===== config.mk =====
export PLATFORM = sky130hd
export DESIGN_NAME = seq_alu_exec
export DESIGN_NICKNAME = d
export VERILOG_FILES = /design/src/rtl/seq_alu_exec.sv
export SDC_FILE = /design/constraint.sdc
export NUM_CORES = 1
export LEC_CHECK = 0
export ABC_AREA = 1
export CAP_MARGIN = 20
export CORE_AREA = 4 4 169 171
export DETAILED_ROUTE_END_ITERATION = 12
export DIE_AREA = 0 0 173 175
export GPL_TIMING_DRIVEN = 0
export HOLD_SLACK_MARGIN = 0.12
export MAX_ROUTING_LAYER = met4
export PLACE_DENSITY = 0.7
export SETUP_SLACK_MARGIN = 0.1
export SLEW_MARGIN = 5
export SYNTH_ARGS = -nofsm -noshare
export SYNTH_HDL_FRONTEND = slang
export SYNTH_SLANG_ARGS = --single-unit

===== constraint.sdc =====
create_clock -name clk -period 6.05 [get_ports clk]
set_input_delay 1.21 -clock clk [delete_from_list [all_inputs] [get_ports clk]]
set_output_delay 1.21 -clock clk [all_outputs]
set_load 0.01 [all_outputs]

===== src/rtl/seq_alu_exec.sv =====
// Multi-cycle ALU execute unit. Logic and arithmetic ops complete in one cycle.
// Shifts step one bit per cycle through an accumulator before the result is registered.
module seq_alu_exec #(
    parameter int WIDTH = 32
) (
    input  logic             clk,
    input  logic             reset,
    input  logic             flush,
    input  logic             in_valid,
    output logic             in_ready,
    input  logic [3:0]       ALUControl,
    input  logic [WIDTH-1:0] SrcA,
    input  logic [WIDTH-1:0] SrcB,
    output logic             out_valid,
    input  logic             out_ready,
    output logic [WIDTH-1:0] ALUResult,
    output logic             Zero,
    output logic             illegal_op,
    output logic             busy
);
    localparam int SHAMT_W = $clog2(WIDTH);

    localparam logic [3:0] OP_ADD  = 4'd0;
    localparam logic [3:0] OP_SUB  = 4'd1;
    localparam logic [3:0] OP_AND  = 4'd2;
    localparam logic [3:0] OP_OR   = 4'd3;
    localparam logic [3:0] OP_XOR  = 4'd4;
    localparam logic [3:0] OP_SLT  = 4'd5;
    localparam logic [3:0] OP_SLTU = 4'd6;
    localparam logic [3:0] OP_SLL  = 4'd7;
    localparam logic [3:0] OP_SRL  = 4'd8;
    localparam logic [3:0] OP_SRA  = 4'd9;

    typedef enum logic [1:0] {
        S_IDLE,
        S_SHIFT,
        S_DONE
    } state_t;

    state_t             state_q, state_d;
    logic [WIDTH-1:0]   acc_q, acc_d;
    logic [SHAMT_W-1:0] cnt_q, cnt_d;
    logic [3:0]         op_q, op_d;
    logic [WIDTH-1:0]   result_q, result_d;
    logic               zero_q, zero_d;
    logic               illegal_q, illegal_d;

    logic               is_shift;
    logic [SHAMT_W-1:0] shamt;
    logic [WIDTH-1:0]   acc_next;

    // Single-cycle ops; a shift only reaches here with a zero amount, so it passes A through.
    // Illegal codes fall into the default and behave as ADD.
    function automatic logic [WIDTH-1:0] alu_single(input logic [3:0]       op,
                                                    input logic [WIDTH-1:0] a,
                                                    input logic [WIDTH-1:0] b);
        logic signed [WIDTH-1:0] sa;
        logic signed [WIDTH-1:0] sb;
        sa = $signed(a);
        sb = $signed(b);
        case (op)
            OP_SUB:                 return a - b;
            OP_AND:                 return a & b;
            OP_OR:                  return a | b;
            OP_XOR:                 return a ^ b;
            OP_SLT:                 return {{(WIDTH-1){1'b0}}, (sa < sb)};
            OP_SLTU:                return {{(WIDTH-1){1'b0}}, (a < b)};
            OP_SLL, OP_SRL, OP_SRA: return a;
            default:                return a + b;
        endcase
    endfunction

    function automatic logic [WIDTH-1:0] shift_one(input logic [3:0]       op,
                                                   input logic [WIDTH-1:0] v);
        case (op)
            OP_SLL:  return {v[WIDTH-2:0], 1'b0};
            OP_SRL:  return {1'b0, v[WIDTH-1:1]};
            OP_SRA:  return {v[WIDTH-1], v[WIDTH-1:1]};
            default: return v;
        endcase
    endfunction

    assign is_shift = (ALUControl == OP_SLL) || (ALUControl == OP_SRL) ||
                      (ALUControl == OP_SRA);
    assign shamt    = SrcB[SHAMT_W-1:0];
    assign acc_next = shift_one(op_q, acc_q);

    always_comb begin
        state_d   = state_q;
        acc_d     = acc_q;
        cnt_d     = cnt_q;
        op_d      = op_q;
        result_d  = result_q;
        zero_d    = zero_q;
        illegal_d = illegal_q;

        case (state_q)
            S_IDLE: begin
                // A flush in IDLE simply suppresses the accept.
                if (in_valid && !flush) begin
                    if (is_shift && (shamt != '0)) begin
                        acc_d   = SrcA;
                        cnt_d   = shamt;
                        op_d    = ALUControl;
                        state_d = S_SHIFT;
                    end else begin
                        result_d  = alu_single(ALUControl, SrcA, SrcB);
                        zero_d    = (result_d == '0);
                        illegal_d = (ALUControl > OP_SRA);
                        state_d   = S_DONE;
                    end
                end
            end
            S_SHIFT: begin
                if (flush) begin
                    cnt_d   = '0;
                    state_d = S_IDLE;
                end else begin
                    acc_d = acc_next;
                    cnt_d = cnt_q - SHAMT_W'(1);
                    if (cnt_q == SHAMT_W'(1)) begin
                        result_d  = acc_next;
                        zero_d    = (acc_next == '0);
                        illegal_d = 1'b0;
                        state_d   = S_DONE;
                    end
                end
            end
            S_DONE: begin
                if (flush || out_ready) begin
                    state_d = S_IDLE;
                end
            end
            default: state_d = S_IDLE;
        endcase
    end

    always_ff @(posedge clk) begin
        if (reset) begin
            state_q   <= S_IDLE;
            cnt_q     <= '0;
            result_q  <= '0;
            zero_q    <= 1'b0;
            illegal_q <= 1'b0;
        end else begin
            state_q   <= state_d;
            cnt_q     <= cnt_d;
            result_q  <= result_d;
            zero_q    <= zero_d;
            illegal_q <= illegal_d;
        end
    end

    // Shift working registers are only meaningful while in SHIFT.
    always_ff @(posedge clk) begin
        acc_q <= acc_d;
        op_q  <= op_d;
    end

    assign in_ready   = (state_q == S_IDLE);
    assign out_valid  = (state_q == S_DONE);
    assign busy       = (state_q != S_IDLE);
    assign ALUResult  = result_q;
    assign Zero       = zero_q;
    assign illegal_op = illegal_q;

endmodule

* After elaboration in Yosys (flattened, before gate mapping)
Cells that the tools add are included.
** Word-level totals
- Register bits :: 77
- Input bits :: 73
- Output and inout port bits :: 37
- Logic and storage cells :: 90
** Cells by class
- Add/subtract/negate cells :: 3
- Order comparisons :: 3
- Equal/unequal tests :: 22
- Muxes and demuxes :: 34
- Bitwise logic cells :: 3
- Reductions and logical operators :: 18
** Operators with widths (number)
- $mux W32 :: 10
- $pmux W32 S7 :: 1
- $pmux W32 S2 :: 2
- $pmux W32 S3 :: 1
- $logic_not A32 Y1 :: 2
- $lt A32 B32 Y1 :: 2
- $add A32 B32 Y32 :: 1
- $and A32 B32 Y32 :: 1
- $or A32 B32 Y32 :: 1
- $sub A32 B32 Y32 :: 1
- $xor A32 B32 Y32 :: 1
- $eq A4 B3 Y1 const B :: 5
- $eq A4 B4 Y1 const B :: 4
- $mux W5 :: 3
- $mux W2 :: 5
- $pmux W5 S2 :: 1
- $reduce_and A3 Y1 :: 3
- $eq A4 B2 Y1 const B :: 2
- $mux W1 :: 8
- $ne A2 B1 Y1 const B :: 3
- $ne A2 B2 Y1 const B :: 3
- $pmux W2 S3 :: 1
- $eq A5 B1 Y1 const B :: 1
- $reduce_and A5 Y1 :: 1
- 15 further kinds :: 20

* Depth between registers and ports, before layout
Gate-level depths: netlist (run 1).
- Depth after elaboration :: 11
- Gate-level depth with buffers :: 22
- Mapped depth without buffers :: 21

* Worst setup path before layout (run 1)
Ideal clock, no wire load.
- Path kind :: input to register
- Start :: in ALUControl[3]
- End :: reg acc_q[0] (enable)
- Library setup time :: 0.432 ns
- Arrival :: 3.286 ns
- Required time :: 5.618 ns
- Slack :: 2.332 ns
- Stages :: 7
- Path buffers :: 0
- Cell sequence :: inv_1 -> nand2_1 -> inv_2 -> nand2_1 -> nand2_2 -> o21ai_0 -> a21oi_1
** Between the ends
- Cells in the longest elaborated chain, start to end :: 6
- Elaborated cells between the ends (all ways) :: 8
- Classes of those cells :: eq/ne (4); reduce/logical (4)
** Ends and longest elaborated chain
- start: declaration :: line 11 : input logic [3:0] ALUControl,
- $eq A4 B3 Y1 / $eq A4 B4 Y1 (equally long branches) :: line 83 : assign is_shift = (ALUControl == OP_SLL) || (ALUControl == OP_SRL) ||
- $logic_or A1 B1 Y1 :: line 83
- $logic_or A1 B1 Y1 * :: line 83
- $logic_and A1 B1 Y1 * :: line 101 : if (is_shift && (shamt != '0)) begin
- $ne A2 B1 Y1 (no source line) *
- $reduce_and A4 Y1 (no source line) *
- end signal: assignment :: line 156 : acc_q <= acc_d;
- end: declaration :: line 41 : logic [WIDTH-1:0] acc_q, acc_d;
Every way passes the cells marked *; elsewhere a longest branch is shown, timed or not.
A chain may end at the register's enable or synchronous reset.

* Worst setup path in the final report (run 1)
- Start :: in SrcB[0]
- End :: reg zero_q (netlist: Zero)
** Between the ends
- Cells in the longest elaborated chain, start to end :: 9
- Elaborated cells between the ends (all ways) :: 19
- Classes of those cells :: add/sub (2); order compare (2); eq/ne (1); mux (7); bitwise (3); reduce/logical (4)
** Ends and longest elaborated chain
- start: declaration :: line 13 : input logic [WIDTH-1:0] SrcB,
- $add A32 B32 Y32, or another cell as far along :: line 69 : default: return a + b;
- $pmux W32 S7 :: line 61 : case (op)
- $mux W32 :: line 101
- $mux W32 :: line 100 : if (in_valid && !flush) begin
- $mux W32 :: line 97 : case (state_q)
- $logic_not A32 Y1 :: line 108 : zero_d = (result_d == '0);
- $mux W1 :: line 101
- $mux W1 :: line 100
- $pmux W1 S2 :: line 97
- end signal: assignment :: line 149 : zero_q <= zero_d;
- end: declaration :: line 45 : logic zero_q, zero_d;
Several ways; a longest one is shown, not always the timed one. The select of a mux whose other input is x is not followed.

==> metrics.md, run 1 <==
| Metric | Value |
|---|---|
| Status | completed |
| Hold Path Origin | ALUResult[30] |
| Worst-path clk slew | 0.06 ns |
| Final period util | 73.1% |
| I/O Pins | 110 |
| Via count | around 13000 |
| Total GRT Usage | 29.7% |
| # rows | 60 |
| Yosys top cell by area | nand2_1 |
| EDFF count, synth | 36 |
| Clk sink count | between 70 and 80 |
| DR DRC count | 0 |
| Tmin final | approximately 4.4 ns |
| Seq cells post-synth | 77 |
| Clock buffer count from CTS | 9 |
| Count leader, synth | nand2_1 |
| Post-Syn Nets | 2047 |
| Die Ht | 175 um |
| Hold Path Class | flip-flop to flip-flop |
| Vias in the first global route | about 12000 |
| Max-cap viol count | 0 |
| Synth top area share | 19.5% |
| Layout cell share with drive strength beyond 1 | 5.70% |
| Critical path endpoint category | flip-flop |
| Primary FF master, synth | dfxtp_1 |
| CTS tree | built |
| Commonest cells in the synthesized netlist | nand2_1 (558), inv_1 (360), nor2_1 (155), nand3_1 (132), o21ai_0 (109) |
| Design area | about 0.013 mm2 |
| Total setup buffers inserted after CTS | 0 |
| Critical path buffer and inverter count | 1 |
| Logic pwr share | about 43% |
| Crit-path cells | clkdlybuf4s50_1 > ha_1 > fa_1 > nand3_1 > nand3_1 > nand3_1 > nand3b_1 > nand2_1 > nand2_1 > nand2_1 > nand2_1 > nand2_1 > nand3_1 > nor2_1 > nand2_1 > nor2_1 > nand4_1 > a21oi_1 |
| DRT iter0 DRCs | 1435 |
| Nets | 2169 |
| Ys Warns | 0 |
| Clock Latency Late Sink | 0.34 ns |
| Post-Syn Area | 0.0108 mm2 |
| Post-DP Area | 0.0123 mm2 |
| Switching power | between 0.0008 and 0.0009 W |
| WHS Path Cells | 2 |
| Post-synthesis average cell area | 5.74 um2 |
| Hold Path End | ALUResult[30] |
| First-pass GRT wire length | a little under 70000 um |
| Arr. time, crit path | 4.70 ns |
| Hold_buf cts | 0 |
| GP Congestion | 1.00 |
| Worst reg-to-reg setup slack | approximately 3.5 ns |
| Worst R2R Path Depth | 12 |
| Fmax | 0.226 GHz |
| Int Pwr | 0.00125 W |
| Final WL | between 40000 and 50000 um |
| Dpl cells | 2325 |
| Crit path max fanout | 5 |
| Die X | 173 um |
| Initial core utilization | approximately 40% |
| Crit path max-delay family | simple AND/OR/NAND/NOR gates |
| Largest net degree at the start of global routing | 19 |
| Worst Path Class, Setup | primary input to flip-flop |
| Worst setup path startpoint | SrcB[0] |
| Clock Power Share | 28.5% |
| CTS root buffer | clkbuf_16 |
| Area of the core | 0.0269 mm2 |
| Routed wire per std cell | just under 20 um |
| Final worst slack | 1.63 ns |
| Count of cell types in the netlist | 47 |
| Pins Over Slew Limit | 0 |
| Worst slew margin | 31.4% |
| CTS Buffer Depth | 2 |
| Uppermost layer routed | met4 |
| Setup violators final | 0 |
| Unrepaired setup endpoints after global routing | false |
| Synth top area cells | nand2_1 (19%), inv_1 (13%), ha_1 (11%), edfxtp_1 (10%), dfxtp_1 (7.6%) |
| CP max stage delay | around 0.55 ns |
| TNS Setup | 0 ns |
| Leak | 6.54 nW |
| IO Port Bufs | 109 |
| Final ANT Viol Nets | 0 |
| Die area | 0.0303 mm2 |
| Least-Margin Pin Slew | 1.03 ns |
| DRT Pass-1 Iters | 5 |
| Final global-route overflow total | 0 |
| # H-tree levels | 3 |
| Most used cell, CP | nand2_1 |
| Seq/Total Area, Yosys | around 18% |
| Critical Path RT | between 6 and 7 ns |
| Syn Inst Count | 1874 |
| Area growth from synthesis to layout | 17.6% |
| Initial antenna violation count | 0 |
| Fin. Hold Viols | 0 |
| Via density | 5.42 |
| Worst vdd ir | around 0.00013 V |
| Met1 wire length | around 20000 um |
| Crit path launch type | primary input |
| Clk_skew | 0.00602 ns |
| Ys async rst share | 0% |
| R2r startpoint | op_q[2] |
| Post-cts sizing count | 0 |
| Worst slack, placed | 1.33 ns |
| Switch share | between 40% and 50% |
| Hpwl dp | approximately 38000 um |
| Reg-to-reg endpoint | Zero |
| Pwr/cell area | approximately 170 mW/mm2 |
| Slowest stage cell on the critical path | fa_1 |
| Wire length on met2 | between 20000 and 25000 um |
| Met3 wire len | 3370 um |
| PnR Total Power | 0.00209 W |
| Finished Layout Cells | roughly 2300 |
| Sequential power share | 28.5% |
## power by group through the flow
stage | clock, W | combinational, W | sequential, W
after floorplan | 0 | 0.000532 | 0.000608
after global placement | 0 | 0.000864 | 0.000605
after detailed placement | 0 | 0.000874 | 0.000605
after CTS | 0.000593 | 0.000879 | 0.000594
after global routing | 0.000614 | 0.000989 | 0.000597
final | 0.000597 | 0.000899 | 0.000595
## worst max path at each step
stage                      endpoint  slack, ns  cells past startpoint
after detailed placement       Zero       1.33                     18
after global placement    acc_q[29]       0.84                      7
final                          Zero       1.63                     18
after floorplan            acc_q[0]       2.33                      7
after global routing           Zero       1.34                     18
after CTS                      Zero       1.67                     18
## cell usage in the layout (no fill, tap or decap), drive strengths merged, types with 16 or more instances in the layout
master and count:
dfxtp 41, clkbuf 42, o21ai 111, nor3 18, a221oi 16, edfxtp 36, nor2 165, ha 98
a31oi 35, nand2 561, or2 26, a21oi 79, a211oi 17, clkdlybuf4s50 109, inv 367, nand4 26
o22ai 36, nand3 133, buf 42
## through the flow
step                hold WS, ns  util [%]
global placement          0.453      45.7
floorplan                 0.443         -
CTS                       0.472      47.0
finish                    0.470      47.1
global route              0.509      47.1
detailed placement        0.462      45.8
## per-layer routing
metal / vias to the layer above / GRT usage (%)
met5: - / -
met4: 0 / 9.78
met3: 100 / 3.22
met2: 536 / 48.2
met1: 5842 / 38.9
li1: 6211 / -
## layout make-up
class / instances / area, um2
Tap cell: 341 / 427
Inverter: 370 / 1390
Timing Repair Buffer: 111 / 1130
Antenna cell: 1 / 2.50
Multi-Input combinational cell: 1356 / 7090
Fill cell: 2888 / 14200
Buffer: 71 / 383
Sequential cell: 77 / 1900
Clock inverter: 5 / 83.8
Clock buffer: 11 / 243
## sequential cells by signal (all words and copies together) (netlist names)
register,cells
cnt_q,5
acc_q,32
op_q,4
Zero,1
state_q,2
ALUResult,32
illegal_op,1
## worst register-to-register path: cells and delay by family (launching register included)
family	cells	cell delay (ns)
AND/OR/NAND/NOR	7	1.31
flip-flops	1	0.49
buffers and inverters	2	0.28
AO/OA/AOI/OAI	3	0.37
## logic make-up after synthesis
logic type	share of synthesized area (%)
xor+xnor	0.570
compound gates	17.0
simple gates	36.5
fa+ha+maj	11.8
flops	17.7
buf+inv	16.5
No activity file was read; power rests on OpenSTA's default activity.
==> inputs of run 2 (changes only) <==
--- a/config.mk
+++ b/config.mk
@@ -13,7 +13,7 @@
 export GPL_TIMING_DRIVEN = 0
 export HOLD_SLACK_MARGIN = 0.12
 export MAX_ROUTING_LAYER = met4
-export PLACE_DENSITY = 0.7
+export PLACE_DENSITY = 0.72
 export SETUP_SLACK_MARGIN = 0.1
 export SLEW_MARGIN = 5
 export SYNTH_ARGS = -nofsm -noshare
==> constraint.sdc (replaced) <==
create_clock -name clk -period 3.9 [get_ports clk]
set_input_delay 0.78 -clock clk [delete_from_list [all_inputs] [get_ports clk]]
set_output_delay 0.78 -clock clk [all_outputs]
set_load 0.01 [all_outputs]
==> metrics.md, run 2 (synthesis gave the netlist of run 1 again) <==
| Metric | Value |
|---|---|
| CTS tree | built |
| Clk_skew | 0.00448 ns |
| CTS Buffer Depth | 2 |
| GP Congestion | about 1.0 |
| Final worst slack | approximately 0.29 ns |
| Largest net degree at the start of global routing | 19 |
| Status | completed |
| Design area | 0.0129 mm2 |
| # rows | 60 |
| Post-Route Utilization | 47.9% |
| Worst-path clk slew | 0.06 ns |
| Tmin final | 3.61 ns |
| Die area | 0.0303 mm2 |
| Clock buffer count from CTS | 9 |
| # H-tree levels | 3 |
| Pins Over Slew Limit | 0 |
| Ant diodes | 0 |
| Arr. time, crit path | 3.84 ns |
| First-pass GRT wire length | roughly 68000 um |
| Vias in the first global route | between 10000 and 15000 |
| Fin. Hold Viols | 0 |
| CTS root buffer | clkbuf_16 |
| Hpwl dp | 38000 um |
| Nets | roughly 2200 |
| Hold Path Class | flip-flop to flip-flop |
| Critical Path RT | slightly above 4 ns |
| Worst slew margin | ~25% |
| DRT iter0 DRCs | 1700 |
| Die X | 173 um |
| Worst vdd ir | 0.000162 V |
| Worst Path Class, Setup | primary input to flip-flop |
| Area growth from synthesis to layout | 19.7% |
| Total GRT Usage | 29.7% |
| Final period util | slightly above 90% |
| DR DRC count | 0 |
| I/O Pins | 110 |
| Most common cell after layout, fill and taps aside | nand2_1 |
| Fillers | 2871 |
| Final WL | 45500 um |
| Least-Margin Pin Slew | 1.13 ns |
| Initial antenna violation count | 0 |
| Routed wire per std cell | 19.4 um |
| Crit path launch type | primary input |
| Post-DP Area | approximately 0.012 mm2 |
| Area of the core | 0.0269 mm2 |
| Via density | between 5 and 6 |
| Via count | ~13000 |
| Unrepaired setup endpoints after global routing | false |
| Pwr/cell area | 248 mW/mm2 |
| Crit path max fanout | 10 |
| Critical path endpoint category | flip-flop |
| DRT Pass-1 Iters | 6 |
| IO Port Bufs | 109 |
| Final ANT Viol Nets | 0 |
| Max-cap viol count | 0 |
| Fmax | between 0.2 and 0.3 GHz |
| Layout cell share with drive strength beyond 1 | 8.60% |
| Hold_buf cts | 0 |
| Initial core utilization | 40.0% |
| Clock Latency Late Sink | 0.34 ns |
| Clk sink count | 77 |
| Setup violators final | 0 |
| Worst slack, placed | -0.331 ns |
| Leading cell types in the layout, fill and taps excluded | nand2_1 (551), inv_1 (351), nor2_1 (135) |
| Final global-route overflow total | 0 |
| Die Ht | ~180 um |
| Leak | 6.72 nW |
[run 2: cell count changes in the layout (fill, tap and decap cells not counted), sizes merged]
| cell | before | now |
|---|---|---|
| buf | 42 | 40 |
| clkbuf | 42 | 44 |
| bufinv | 2 | 0 |
| clkinv | 4 | 6 |
| clkdlybuf4s50 | 109 | 90 |
| dlymetal6s2s | 0 | 17 |
| clkinvlp | 2 | 1 |
| diode | 1 | 0 |
| dlygate4sd2 | 0 | 2 |
[run 2: where the power goes]
part           leakage, nW  total, W  switching (W)  internal (W)
Clock                0.144  0.000840       0.000351      0.000489
Sequential           0.663  0.000922      0.0000294      0.000893
Combinational         5.92   0.00143       0.000946      0.000487
[run 2: repair_timing]
item                                    CTS  global route
endpoints found under the setup margin    1             1
pin swaps                                 0             3
cloned                                    0             0
setup buffers                             0             0
gates resized for setup                   4            87
[run 2: layer usage]
| layer | vias to the layer above | GRT usage [%] | wire length [um] |
|---|---|---|---|
| li1 | 6214 | - | - |
| met1 | 5846 | 38.6 | 19800 |
| met2 | 549 | 46.3 | 20000 |
| met3 | 101 | 5.19 | 3870 |
| met4 | 0 | 11.1 | 1800 |
| met5 | - | - | 0 |
[run 2: layout make-up]
cell class | instances | area, um2 | share of cell area, %
tap | 341 | 427 | 3.31
clock inverter | 4 | 30.0 | 0.233
multi-input combinational | 1356 | 7310 | 56.8
inverter | 370 | 1390 | 10.8
sequential | 77 | 1900 | 14.8
clock buffer | 12 | 268 | 2.08
buffer | 71 | 388 | 3.01
timing repair buffer | 110 | 1160 | 9.00
[run 2: through the flow]
step / cells / hold slack (ns) / setup TNS [ns] / total power, W
after detailed placement: 2325 / 0.461 / -0.331 / 0.00229
after CTS: 2341 / 0.468 / 0 / 0.00311
after floorplan: 1874 / 0.443 / 0 / 0.00177
final: 2341 / 0.467 / 0 / 0.00320
after global placement: 2324 / 0.454 / -28.12 / 0.00228
after global routing: 2341 / 0.492 / 0 / 0.00337
[run 2: final timing paths]
check,start,to,slack (ns),depth (start not counted)
hold / removal,illegal_op,illegal_op,0.47,2
hold reg to reg,illegal_op,illegal_op,0.47,2
setup / recovery,ALUControl[3],Zero,0.29,13
setup reg to reg,op_q[1],Zero,1.37,12
[run 2: critical path: stages]
cell             delay (ns)
clkdlybuf4s50_1        0.53
nor2_1                 0.26
inv_1                  0.06
nor2_1                 0.32
buf_2                  0.40
clkbuf_1               0.59
nand3_1                0.31
nand3_2                0.18
nor2_1                 0.06
nand2_1                0.05
nor2_1                 0.05
nand4_1                0.14
a21oi_2                0.07
==> inputs of run 3 (changes only) <==
--- a/config.mk
+++ b/config.mk
@@ -6,7 +6,6 @@
 export NUM_CORES = 1
 export LEC_CHECK = 0
 export ABC_AREA = 1
-export CAP_MARGIN = 20
 export CORE_AREA = 4 4 169 171
 export DETAILED_ROUTE_END_ITERATION = 12
 export DIE_AREA = 0 0 173 175
==> results of run 3 <==
Final layout, timing and power as in run 2 (identical DEF).
